`config.mk`:
```
export PLATFORM = sky130hd
export DESIGN_NAME = mem_port_arbiter
export DESIGN_NICKNAME = d
export VERILOG_FILES = /design/src/rtl/cpu_mem_pkg.sv /design/src/rtl/mem_port_arbiter.sv
export SDC_FILE = /design/constraint.sdc
export NUM_CORES = 1
export LEC_CHECK = 0
export ABC_CLOCK_PERIOD_IN_PS = 2500
export BUFFER_PORTS_ARGS = -buffer_cell sky130_fd_sc_hd__buf_2
export CAP_MARGIN = 10
export CORE_ASPECT_RATIO = 1.2
export CORE_UTILIZATION = 52
export CTS_BUF_LIST = sky130_fd_sc_hd__clkbuf_4
export CTS_CLUSTER_SIZE = 12
export DETAILED_ROUTE_END_ITERATION = 8
export PLACE_DENSITY = 0.85
export SYNTH_ARGS = -nofsm -noshare
export SYNTH_HDL_FRONTEND = slang
export SYNTH_SLANG_ARGS = --single-unit
```
`constraint.sdc`:
```
create_clock -name clk -period 2.5 [get_ports clk]
set_input_delay 0.375 -clock clk [delete_from_list [all_inputs] [get_ports clk]]
set_output_delay 0.375 -clock clk [all_outputs]
set_load 0.05 [all_outputs]
```
`src/rtl/cpu_mem_pkg.sv`:
```
// Types and default widths shared by the I/D memory-port arbiter and the memory model.
package cpu_mem_pkg;

  localparam int ADDR_W = 32;
  localparam int DATA_W = 32;

  typedef enum logic [1:0] {
    ARB_IDLE    = 2'd0,
    ARB_ISSUE   = 2'd1,
    ARB_WAIT_RD = 2'd2,
    ARB_RESP    = 2'd3
  } arb_state_e;

  localparam logic OWN_I = 1'b0;
  localparam logic OWN_D = 1'b1;

endpackage

```
`src/rtl/mem_port_arbiter.sv`:
```
// Shares one single-ported memory between fetch (I) and memory stage (D); D has priority,
// bounded by a streak counter so a pending fetch is granted after D_STREAK_MAX D grants.
module mem_port_arbiter #(
  parameter int ADDR_W       = cpu_mem_pkg::ADDR_W,
  parameter int DATA_W       = cpu_mem_pkg::DATA_W,
  parameter int D_STREAK_MAX = 4
) (
  input  logic                clk,
  input  logic                reset,
  input  logic                i_req,
  input  logic [ADDR_W-1:0]   i_addr,
  output logic                i_done,
  output logic [DATA_W-1:0]   i_rdata,
  input  logic                d_req,
  input  logic                d_we,
  input  logic [ADDR_W-1:0]   d_addr,
  input  logic [DATA_W-1:0]   d_wdata,
  input  logic [DATA_W/8-1:0] d_be,
  output logic                d_done,
  output logic [DATA_W-1:0]   d_rdata,
  output logic                mem_req,
  output logic                mem_we,
  output logic [ADDR_W-1:0]   mem_addr,
  output logic [DATA_W-1:0]   mem_wdata,
  output logic [DATA_W/8-1:0] mem_be,
  input  logic                mem_ready,
  input  logic                mem_rvalid,
  input  logic [DATA_W-1:0]   mem_rdata,
  output logic                stall_f,
  output logic                stall_m
);
  import cpu_mem_pkg::*;

  localparam int         BE_W       = DATA_W / 8;
  localparam logic [3:0] STREAK_MAX = 4'(D_STREAK_MAX);

  arb_state_e          state_q, state_d;
  logic                owner_q, owner_d;
  logic [3:0]          streak_q, streak_d;
  logic                mem_req_q, mem_req_d;
  logic                mem_we_q, mem_we_d;
  logic [ADDR_W-1:0]   mem_addr_q, mem_addr_d;
  logic [DATA_W-1:0]   mem_wdata_q, mem_wdata_d;
  logic [BE_W-1:0]     mem_be_q, mem_be_d;
  logic [DATA_W-1:0]   i_rdata_q, i_rdata_d;
  logic [DATA_W-1:0]   d_rdata_q, d_rdata_d;

  logic i_starved;
  assign i_starved = i_req && (streak_q == STREAK_MAX);

  always_comb begin
    state_d     = state_q;
    owner_d     = owner_q;
    streak_d    = streak_q;
    mem_req_d   = mem_req_q;
    mem_we_d    = mem_we_q;
    mem_addr_d  = mem_addr_q;
    mem_wdata_d = mem_wdata_q;
    mem_be_d    = mem_be_q;
    i_rdata_d   = i_rdata_q;
    d_rdata_d   = d_rdata_q;
    case (state_q)
      ARB_IDLE: begin
        if (d_req && !i_starved) begin
          owner_d     = OWN_D;
          mem_req_d   = 1'b1;
          mem_we_d    = d_we;
          mem_addr_d  = d_addr;
          mem_wdata_d = d_wdata;
          mem_be_d    = d_we ? d_be : '1;
          state_d     = ARB_ISSUE;
          if (i_req && streak_q != STREAK_MAX) streak_d = streak_q + 4'd1;
        end else if (i_req) begin
          owner_d     = OWN_I;
          mem_req_d   = 1'b1;
          mem_we_d    = 1'b0;
          mem_addr_d  = i_addr;
          mem_wdata_d = '0;
          mem_be_d    = '1;
          state_d     = ARB_ISSUE;
          streak_d    = '0;
        end
      end
      ARB_ISSUE: begin
        if (mem_ready) begin
          mem_req_d = 1'b0;
          state_d   = mem_we_q ? ARB_RESP : ARB_WAIT_RD;
        end
      end
      ARB_WAIT_RD: begin
        if (mem_rvalid) begin
          if (owner_q == OWN_D) d_rdata_d = mem_rdata;
          else                  i_rdata_d = mem_rdata;
          state_d = ARB_RESP;
        end
      end
      ARB_RESP: state_d = ARB_IDLE;
      default:  state_d = ARB_IDLE;
    endcase
    // A cycle without a pending fetch ends any D streak.
    if (!i_req) streak_d = '0;
  end

  always_ff @(posedge clk or negedge reset) begin
    if (!reset) begin
      state_q     <= ARB_IDLE;
      owner_q     <= OWN_I;
      streak_q    <= '0;
      mem_req_q   <= 1'b0;
      mem_we_q    <= 1'b0;
      mem_addr_q  <= '0;
      mem_wdata_q <= '0;
      mem_be_q    <= '0;
      i_rdata_q   <= '0;
      d_rdata_q   <= '0;
    end else begin
      state_q     <= state_d;
      owner_q     <= owner_d;
      streak_q    <= streak_d;
      mem_req_q   <= mem_req_d;
      mem_we_q    <= mem_we_d;
      mem_addr_q  <= mem_addr_d;
      mem_wdata_q <= mem_wdata_d;
      mem_be_q    <= mem_be_d;
      i_rdata_q   <= i_rdata_d;
      d_rdata_q   <= d_rdata_d;
    end
  end

  assign mem_req   = mem_req_q;
  assign mem_we    = mem_we_q;
  assign mem_addr  = mem_addr_q;
  assign mem_wdata = mem_wdata_q;
  assign mem_be    = mem_be_q;
  assign i_rdata   = i_rdata_q;
  assign d_rdata   = d_rdata_q;

  // Done is decoded from registered state, so it is a clean single-cycle pulse.
  assign i_done  = (state_q == ARB_RESP) && (owner_q == OWN_I);
  assign d_done  = (state_q == ARB_RESP) && (owner_q == OWN_D);
  assign stall_f = i_req && !i_done;
  assign stall_m = d_req && !d_done;

endmodule

```
==> summary.md <==
| Metric | Value |
|---|---|
| CTS Sinks | ~140 |
| First-pass GRT wire length | approximately 25 mm |
| Mapped Nets | 610 |
| Setup Skew | around 0.019 ns |
| R2R cell count | 6 |
| Syn Std Cell Area | roughly 6000 sq um |
| CP Cell Sequence | ha_1, and2_1, nor2b_1, buf_2 |
| Worst R2R End | mem_be[0] |
| Clk buf depth | 2 |
| Slowest cell on crit path | dfrtp_1 |
| Pins Over Slew Limit | 0 |
| Initial antenna violation count | 0 |
| R2r setup slk | around 0.54 ns |
| CTS tree | built |
| Worst min-delay path endpoint | mem_be[2] |
| Max Freq | a little under 0.5 GHz |
| Core Region | 11100 sq um |
| Starting density of the core | 53.8% |
| # setup viols final | 0 |
| Largest net degree at the start of global routing | 64 |
| Placed instance area | between 7000 and 8000 sq um |
| Final standard cell area without fillers | ~7800 sq um |
| Root buf cell | clkbuf_4 |
| Crit start category | flop |
| Post-cts resize count | 0 |
| WHS | 0.0641 ns |
| Hold Crit Start | d_be[2] |
| Hold Path Depth | 2 |
| Status | finished clean |
| Skew-Pair Late Insertion Delay | 0.51 ns |
| Cts-stage hold buffer count | 1 |
| CP required | 2.12 ns |
| DR vias | around 5000 |
| GRT Total Usage | approximately a quarter |
| DRC errors left | 0 |
| Total routed wirelength | between 15 and 20 mm |
| Max-cap viol count | 0 |
| DR iter-0 viols | between 150 and 200 |
| DP HPWL | 11.3 mm |
| Number of I/O pins | ~280 |
| Total Neg Setup Slack | 0 ns |
| Yosys cell types | 33 |
| Routed length per instance | ~17 um |
| Mapped Cells | 464 |
| Vias per inst | between 5 and 6 |
| Setup CP Type | flop to output pin |
| Area Overhead vs Synth | 29.8% |
| Worst Setup End Kind | output pin |
| FP Rows | 42 |
| I/O Buffers | between 200 and 300 |
| Die W | 100 um |
| Total CTS buffers | 17 |
| Layout net count | between 800 and 900 |
| Min Tclk post-route | 2.03 ns |
| Detailed Routing Iterations Pass 1 | 4 |
| Yosys reg bits | approximately 140 |
| RSZ-0062 raised after global routing | false |
| Die Area | about 12000 sq um |
| Die H | around 120 um |
| Reg2reg start | state_q[0] |
| Final Cycle Share | ~81% |
| Register clock-pin slew on the reported worst setup and hold paths | about 0.12 ns |
| ANT cells | 0 |
| Grt ovf | 0 |
| RD Place Congestion | between 0.8 and 0.9 |
| H-Tree Depth | 4 |
| Crit-path leading delay family | flip-flops |
| Hold Crit Class | primary input to flop |
| Crit-path max FO | 5 |
| Critical Path AT | between 1.5 and 2 ns |
| Layout cell share with drive strength beyond 1 | between 50% and 60% |
| Critical Path Max Stage Delay | ~0.44 ns |
| Max-slew headroom | 59.8% |
| Mean Syn Cell Area | 12.9 sq um |
| Setup Buffers After CTS | 0 |
| Yosys warning total | 0 |
| Post-synthesis sequential area ratio | slightly below 60% |
| Most frequent cells in the layout | buf_2 (275), dfrtp_1 (141), nand2_1 (70) |
| Cell total after placement | approximately 870 |
| Bufs and invs on worst path | 1 |
| Non-Filler Instances | 905 |
| Vias in the first global route | between 5000 and 6000 |
| Final hold vios | 0 |
| Most common cell after layout, fill and taps aside | buf_2 |
| Actual slew at the worst max-slew pin | 0.602 ns |
| Antenna Nets Post-Route | 0 |
through the flow:
step | setup WS [ns] | util (%)
6_report | 0.465 | 69.9
5_1_grt | 0.330 | 69.9
4_1_cts | 0.404 | 69.9
3_5_place_dp | 0.549 | 67.5
3_3_place_gp | 0.650 | 67.5
2_1_floorplan | 0.393 | -
worst max path at each step:
stage	start	endpoint	slack, ns	depth (start not counted)
2_1_floorplan	state_q[1]	stall_f	0.39	3
3_3_place_gp	state_q[0]	mem_be[2]	0.65	6
3_5_place_dp	state_q[0]	mem_be[1]	0.55	6
4_1_cts	state_q[1]	stall_m	0.40	4
5_1_grt	state_q[1]	stall_f	0.33	4
6_report	state_q[1]	stall_m	0.47	4
kinds of logic after synthesis:
group                      share of synthesized area [%]
adders and majority gates                           1.46
and+or+nand+nor                                     10.6
muxes                                               12.2
buffers and inverters                               3.55
AOI/OAI and AO/OA                                   13.3
DFF                                                 58.8
flip-flops by register name, summed over array words and instances, names as in the netlist:
name / cells
mem_be: 4
d_rdata: 32
streak_q: 4
owner_q: 1
mem_we: 1
mem_wdata: 32
mem_addr: 32
state_q: 2
i_rdata: 32
mem_req: 1
area by class of cell:
cell class	instances	area, sq um
Clock buffer	18	135
Clock inverter	14	118
Fill cell	835	3360
Inverter	6	22.5
Multi-Input combinational cell	281	2270
Sequential cell	141	3530
Tap cell	154	193
Timing Repair Buffer	291	1520
cells in the mapped netlist:
cell type	count	share of area, %
nor3_1	1	0.083
nand4_1	33	3.4
a22oi_1	1	0.13
nor2b_1	7	0.73
clkbuf_1	11	0.69
o22a_1	4	0.58
nor2_1	2	0.13
o211ai_2	30	6.3
nand3_1	5	0.42
dfrtp_1	141	59
nor3b_1	1	0.13
or4_1	2	0.25
o22ai_1	1	0.10
and3b_1	1	0.15
inv_1	6	0.38
o21ai_0	3	0.25
a31oi_1	1	0.10
nand4b_4	1	0.40
a21boi_1	1	0.13
ha_1	7	1.5
buf_1	1	0.063
and2_1	3	0.31
a211oi_1	1	0.13
o21a_1	1	0.13
and4b_4	1	0.23
nand2_1	70	4.4
mux2_2	65	12
a21boi_0	3	0.38
o211ai_1	3	0.38
buf_6	4	0.75
a22o_1	32	4.7
buf_2	20	1.7
a21oi_1	1	0.083
metal layers:
| layer | global-route usage [%] | vias up | share of wire [%] |
|---|---|---|---|
| li1 | - | 2249 | - |
| met3 | 6.00 | 36 | 7.5 |
| met4 | 11.1 | 0 | 2.4 |
| met2 | 44.7 | 257 | 52 |
| met5 | 0 | - | 0 |
| met1 | 32.8 | 2467 | 38 |
worst reg2reg max path: stages, from the launching register on:
cell and delay [ns]:
dfrtp_1 0.42, inv_1 0.15, ha_1 0.37, buf_4 0.33, and2_1 0.20, nand3_1 0.17, o22a_1 0.23
Power is not shown: default switching activity piles up to over one toggle a cycle in this logic, so the estimate is an artifact.
